`config.mk`:
```
export PLATFORM = sky130hd
export DESIGN_NAME = morse_key_decoder
export DESIGN_NICKNAME = d
export VERILOG_FILES = /design/src/rtl/morse_key_decoder.sv
export SDC_FILE = /design/constraint.sdc
export NUM_CORES = 1
export LEC_CHECK = 0
export ABC_CLOCK_PERIOD_IN_PS = 3700
export CAP_MARGIN = 0
export CELL_PAD_IN_SITES_DETAIL_PLACEMENT = 0
export CELL_PAD_IN_SITES_GLOBAL_PLACEMENT = 2
export CORE_UTILIZATION = 34
export CTS_BUF_LIST = sky130_fd_sc_hd__clkbuf_16
export CTS_CLUSTER_DIAMETER = 40
export CTS_CLUSTER_SIZE = 10
export DETAILED_ROUTE_END_ITERATION = 6
export GPL_ROUTABILITY_DRIVEN = 1
export PLACE_DENSITY_LB_ADDON = 0.2
export SLEW_MARGIN = 25
export SYNTH_ARGS = -nofsm -noshare
export SYNTH_HDL_FRONTEND = slang
export SYNTH_SLANG_ARGS = --single-unit
```
`constraint.sdc`:
```
create_clock -name clk -period 3.7 [get_ports clk]
set_input_delay 0.37 -clock clk [delete_from_list [all_inputs] [get_ports clk]]
set_output_delay 0.37 -clock clk [all_outputs]
set_load 0.01 [all_outputs]
```
`src/rtl/morse_key_decoder.sv`:
```
// Morse key decoder: conditions a raw key, times presses/gaps on a 100 ms tick, emits dot/dash elements and symbols.
// Optional build macro MORSE_DEBOUNCE_EN adds a 16-cycle debounce after the synchronizer.
module morse_key_decoder (
    input  logic       clk,
    input  logic       rst,
    input  logic       tick_100ms,
    input  logic       key_in,
    output logic       sym_valid,
    output logic [4:0] sym_bits,
    output logic [2:0] sym_len,
    output logic       elem_pulse,
    output logic       elem_dash,
    output logic       err
);

    typedef enum logic [1:0] {
        IDLE  = 2'd0,
        PRESS = 2'd1,
        GAP   = 2'd2,
        HOLD  = 2'd3
    } state_t;

    state_t     state_r;
    logic       sync1_r;
    logic       sync2_r;
    logic       key_s;
    logic       key_d_r;
    logic [4:0] press_cnt_r;
    logic [1:0] gap_cnt_r;
    logic [4:0] acc_r;
    logic [2:0] elem_cnt_r;
    logic       rise_s;
    logic       fall_s;
    logic [4:0] press_next_s;
    logic [1:0] gap_next_s;

    // Two-flop synchronizer for the asynchronous key level
    always_ff @(posedge clk) begin
        if (rst) begin
            sync1_r <= 1'b0;
            sync2_r <= 1'b0;
        end else begin
            sync1_r <= key_in;
            sync2_r <= sync1_r;
        end
    end

`ifdef MORSE_DEBOUNCE_EN
    logic [3:0] db_cnt_r;
    logic       key_db_r;

    // Debounce: accept a new level only after 16 consecutive cycles at that level
    always_ff @(posedge clk) begin
        if (rst) begin
            db_cnt_r <= 4'd0;
            key_db_r <= 1'b0;
        end else if (sync2_r == key_db_r) begin
            db_cnt_r <= 4'd0;
        end else if (db_cnt_r == 4'd15) begin
            db_cnt_r <= 4'd0;
            key_db_r <= sync2_r;
        end else begin
            db_cnt_r <= db_cnt_r + 4'd1;
        end
    end

    assign key_s = key_db_r;
`else
    assign key_s = sync2_r;
`endif

    // Previous conditioned key level for edge detection
    always_ff @(posedge clk) begin
        if (rst) begin
            key_d_r <= 1'b0;
        end else begin
            key_d_r <= key_s;
        end
    end

    // Edge detect and next counter values; a tick coinciding with release still counts
    always_comb begin
        rise_s = key_s & ~key_d_r;
        fall_s = ~key_s & key_d_r;
        if (tick_100ms && (press_cnt_r != 5'd31)) begin
            press_next_s = press_cnt_r + 5'd1;
        end else begin
            press_next_s = press_cnt_r;
        end
        if (tick_100ms) begin
            gap_next_s = gap_cnt_r + 2'd1;
        end else begin
            gap_next_s = gap_cnt_r;
        end
    end

    // Decoder FSM with registered outputs
    always_ff @(posedge clk) begin
        if (rst) begin
            state_r     <= IDLE;
            press_cnt_r <= 5'd0;
            gap_cnt_r   <= 2'd0;
            acc_r       <= 5'd0;
            elem_cnt_r  <= 3'd0;
            sym_valid   <= 1'b0;
            sym_bits    <= 5'd0;
            sym_len     <= 3'd0;
            elem_pulse  <= 1'b0;
            elem_dash   <= 1'b0;
            err         <= 1'b0;
        end else begin
            sym_valid  <= 1'b0;
            elem_pulse <= 1'b0;
            err        <= 1'b0;
            case (state_r)
                IDLE: begin
                    if (rise_s) begin
                        press_cnt_r <= 5'd0;
                        state_r     <= PRESS;
                    end else begin
                        state_r <= IDLE;
                    end
                end
                PRESS: begin
                    press_cnt_r <= press_next_s;
                    if (press_next_s >= 5'd20) begin
                        // Stuck key: drop the partial symbol, wait for release
                        err        <= 1'b1;
                        acc_r      <= 5'd0;
                        elem_cnt_r <= 3'd0;
                        state_r    <= fall_s ? IDLE : HOLD;
                    end else if (fall_s) begin
                        if (press_next_s == 5'd0) begin
                            state_r <= (elem_cnt_r == 3'd0) ? IDLE : GAP;
                        end else if (elem_cnt_r == 3'd5) begin
                            err        <= 1'b1;
                            acc_r      <= 5'd0;
                            elem_cnt_r <= 3'd0;
                            state_r    <= IDLE;
                        end else begin
                            elem_pulse         <= 1'b1;
                            elem_dash          <= (press_next_s >= 5'd3);
                            acc_r[elem_cnt_r]  <= (press_next_s >= 5'd3);
                            elem_cnt_r         <= elem_cnt_r + 3'd1;
                            gap_cnt_r          <= 2'd0;
                            state_r            <= GAP;
                        end
                    end else begin
                        state_r <= PRESS;
                    end
                end
                GAP: begin
                    gap_cnt_r <= gap_next_s;
                    if (gap_next_s == 2'd3) begin
                        // Symbol completion wins over a coincident press
                        sym_valid   <= 1'b1;
                        sym_bits    <= acc_r;
                        sym_len     <= elem_cnt_r;
                        acc_r       <= 5'd0;
                        elem_cnt_r  <= 3'd0;
                        press_cnt_r <= 5'd0;
                        state_r     <= rise_s ? PRESS : IDLE;
                    end else if (rise_s) begin
                        press_cnt_r <= 5'd0;
                        state_r     <= PRESS;
                    end else begin
                        state_r <= GAP;
                    end
                end
                HOLD: begin
                    if (!key_s) begin
                        state_r <= IDLE;
                    end else begin
                        state_r <= HOLD;
                    end
                end
                default: begin
                    state_r <= IDLE;
                end
            endcase
        end
    end

endmodule

```
### Word-level counts from Yosys, hierarchy flattened

Cells that the tools add are included.

| operators by class | value |
|---|---|
| add/sub/neg operators | 3 |
| order comparisons | 4 |
| equal/unequal tests | 13 |
| muxes and demuxes | 42 |
| bitwise operators | 10 |
| reductions and logical operators | 14 |

Operator list:

| operator | count |
|---|---|
| $mux 5 | 8 |
| $mux 2 | 14 |
| $mux 3 | 5 |
| $pmux 5 s3 | 1 |
| $ne 2x2->1 const B | 5 |
| $pmux 5 s2 | 1 |
| $reduce_and 5->1 | 2 |
| $mux 1 | 8 |
| $not 1->1 | 8 |
| $pmux 2 s4 | 1 |
| $eq 2x2->1 const B | 3 |
| $ne 3x3->1 const B | 2 |
| $pmux 3 s2 | 1 |
| $add 5x1->5 const B | 1 |
| $bwmux 5 | 1 |
| $ge 5x2->1 const B | 1 |
| $ge 5x5->1 const B | 1 |
| $logic_not 5->1 | 1 |
| $ne 5x5->1 const B | 1 |
| $reduce_or 5->1 | 1 |
| $lt 3x4->1 const B | 1 |
| $pmux 2 s2 | 1 |
| $reduce_and 4->1 | 1 |
| $reduce_or 2->1 | 2 |
| 13 further kinds | 15 |

| word-level totals | value |
|---|---|
| register bits | 32 |
| output and inout bits | 12 |

### Depth between registers and ports, before layout

| depth | value |
|---|---|
| word-level depth | 10 |
| gate-level depth with buffers | 9 |
| mapped depth without buffers | 8 |

### Worst setup path before layout

No wires, ideal clock.

| path | value |
|---|---|
| path type | register to register |
| start point | reg press_cnt_r[1] |
| end point | reg gap_cnt_r[1] |
| setup time | 117 ps |
| data arrival time | 2559 ps |
| path slack | 1024 ps |
| stages on the path, launching flop included | 10 |
| clock period less this slack | 2676 ps |
| path through | dfxtp_1 ha_1 and3_1 ha_1 nor2b_1 mux2_2 and2_4 buf_6 or4_1 a32o_1 |

| on the way | value |
|---|---|
| word-level cells in the longest chain between the ends | 6 |
| elaborated cells between the ends (all ways) | 9 |

Ends and longest elaborated chain:

| element | RTL line | source |
|---|---|---|
| from (decl) | 28 | `logic [4:0] press_cnt_r;` |
| from (signal assigned) | 125 | `press_cnt_r <= press_next_s;` |
| parallel branches: the longest is 2 deep, another holds $add 5x1->5 | n/a |  |
| $mux 5 (*) | 85 | `if (tick_100ms && (press_cnt_r != 5'd31)) begin` |
| $ge 5x5->1 or $logic_not 5->1 (tied branches) | 126, 133 |  |
| $ne 2x2->1 (no line) | n/a |  |
| $reduce_and 5->1 (no line) (*) | n/a |  |
| to (signal assigned) | 153 | `gap_cnt_r <= gap_next_s;` |
| to (decl) | 29 | `logic [1:0] gap_cnt_r;` |

Every way passes the cells marked *.
A chain may end at the register's enable or synchronous reset.

### Worst setup path in the final report

| path | value |
|---|---|
| start point | reg press_cnt_r[0] |
| end point | reg gap_cnt_r[1] |

The elaborated chain is that of the path after synthesis.

==> results.toml <==
[timing]
setup_tns_ns = 0
clock_skew_ns = 0.00365
period_share_pct = 77.8
slew_headroom_pct = 51.2
clock.fmax_mhz = 347
drv_slew = 0
rsz0062_at_grt = "no"
min_period_ns = 2.88
hold_viol_final = 0
timing.hold.ws_ns = 0.434
tightest_slew_ns = 0.730
setup_viol = 0

[setup_path]
arrival_ns = 3.04
ff2ff_path_depth = 8
critical_path_required_ns = 3.86
r2r-end = "gap_cnt_r[1]"
reg2reg_slack_ns = 0.82
cp-start-kind = "flip-flop"
r2r-start = "press_cnt_r[0]"
critPathMaxFanout = 10
worstSetupPathType = "reg2reg"
worst_setup_path_end_kind = "flip-flop"

[cts]
cts_tree = "built"
insertion_delay_ns = 0.27
root_buffer = "clkbuf_16"
cts_resized = 0
clkSlewWorstSetupHoldPaths_ns = 0.05
clockBufferDepth = 2
htree_levels = 2
cts_buffers = 5
cts-hold-fix-buffers = 0
clock-sinks = 32
postCtsSetupBuffers = 0

[cells_and_area]
mostFrequentLayoutCells = "34 x nor2_1, 32 x dfxtp_1, 15 x a21oi_1, 15 x clkdlybuf4s50_1"
fillers = 506
syn_to_final_growth_pct = 21.3
design_area_sq_um = 2100
drive_above_1_share_pct = 8.26
num_antenna_cells = 0
layout.nets = 239
fin_cells = 297
final_common_cell = "nor2_1"

[global_routing]
grt_pass1_wl_um = 6910
antenna_found_initial = 0
grt_use_total_pct = 16.9
gr-total-overflow = 0
grt_max_degree = 21
grt_pass1_vias = 1468

[floorplanning]
die_y_um = 73.3
dieArea_sq_um = 5370
fp.coreArea_sq_um = 4820
start_util_pct = 35.9
rows = 25
fp.dieW_um = 73.3
ioPinCount = 16

[drt]
drt-pass1-iter-count = 4
drc = 0
vias_per_cell = 5.30
totalWireLength_um = 4060
vias = 1575
drt_iter0_drc = 110
antenna_left = 0
wl_per_cell_um = 13.7

[hold_path]
hold_path_depth = 1
hold_class = "reg2reg"
whs_endpoint = "key_s"
hp-start = "sync1_r"

[yosys]
ys_seq_elements = 32
synth-edff-count = 0
avgSynthCellArea_sq_um = 8.11
yosysSeqAreaShare_pct = 37.1
synth_cells = 213
ys_warn_count = 0
synth_ff_type = "dfxtp_1"
synth_fp_nets = 223
synth.distinct_cells = 45
async_flop_share_pct = 0
syn_area_sq_um = 1730

[power]
leakage_nw = 0.711
ir_drop_mv = 0.170
total_power_uw = 895
powerDensity_nw_per_um2 = 427

[place]
dpl_cell_area_sq_um = 1930
dp.cells = 289
dp_hpwl_um = 3000
place.gp.congestion = 0.816
io_buffers = 15

[outcome]
status = "finished, final reports clean"

[flow_run]
cap_violations = 0
==> sequential cells by signal (all words and copies together), names as in the netlist, 2 cells and up <==
name         flops
acc_r            5
press_cnt_r      5
sym_bits         5
elem_cnt_r       3
sym_len          3
gap_cnt_r        2
state_r          2
==> layout make-up <==
cell class              instances  area [sq um]  area share [%]
multi-input cells             162           997            47.6
flip-flops and latches         32           641            30.6
repair buffers                 18           173            8.24
clock buffers                   5           125            5.97
well taps                      67          83.8            4.00
clock inverters                 3          38.8            1.85
inverters                      10          37.5            1.79
==> per-layer routing <==
metal | routed length (um) | vias up | part of all wire [%] | global-route usage, %
met1 | 1960 | 735 | 48 | 21.9
li1 | - | 800 | - | -
met5 | 0 | - | 0 | 0
met2 | 1860 | 35 | 46 | 26.9
met4 | 55 | 0 | 1.4 | 7.48
met3 | 182 | 5 | 4.5 | 3.70
==> synth_stat cells, types with 6 or more instances <==
cell	count	share of area [%]
dfxtp_1	32	37
a21oi_1	15	4.3
nand3_1	14	4.1
inv_1	9	2.0
ha_1	6	4.3
a311oi_1	6	3.0
nand2_1	14	3.0
o21ai_0	7	2.0
nor2_1	34	7.4
nor2b_1	9	3.3
==> worst max-delay path by stage <==
stage                   endpoint  slack [ns]           start  depth (start not counted)
CTS                 gap_cnt_r[1]        0.84  press_cnt_r[0]                          8
floorplan           gap_cnt_r[1]        1.02  press_cnt_r[1]                          9
detailed placement  gap_cnt_r[1]        0.83      tick_100ms                          6
global placement    gap_cnt_r[1]        0.90      tick_100ms                          6
finish              gap_cnt_r[1]        0.82  press_cnt_r[0]                          8
global route            acc_r[0]        0.66  press_cnt_r[0]                          8
==> logic make-up after synthesis <==
kind of cell,count (synthesis),share of synthesized area (%)
adders and majority gates,6,4.34
AOI/OAI and AO/OA,53,22.0
buffers and inverters,19,5.21
and+or+nand+nor,101,30.2
DFF,32,37.1
muxes,1,0.652
xor gates and xnor gates,1,0.507
==> report_power, final <==
part	leakage (nW)	internal (mW)	total (mW)	switching, mW
registers	0.259	0.359	0.369	0.00980
logic	0.367	0.0244	0.0674	0.0430
clock network	0.0850	0.313	0.459	0.145
total	0.711	0.697	0.895	0.198
==> metrics by stage <==
stage / utilization, % / setup WS [ns]
after floorplan: - / 1.02
after global placement: 40.1 / 0.905
after detailed placement: 40.1 / 0.827
after CTS: 43.5 / 0.838
after global routing: 43.5 / 0.661
final: 43.5 / 0.822
==> critical path: stages, from the launching register on <==
cell	delay [ns]
dfxtp_1	0.40
ha_1	0.29
and3_1	0.20
ha_1	0.23
nor2b_1	0.23
mux2_2	0.46
and2_4	0.19
or4_1	0.52
a32o_1	0.25
(Power assumes the default switching activity.)
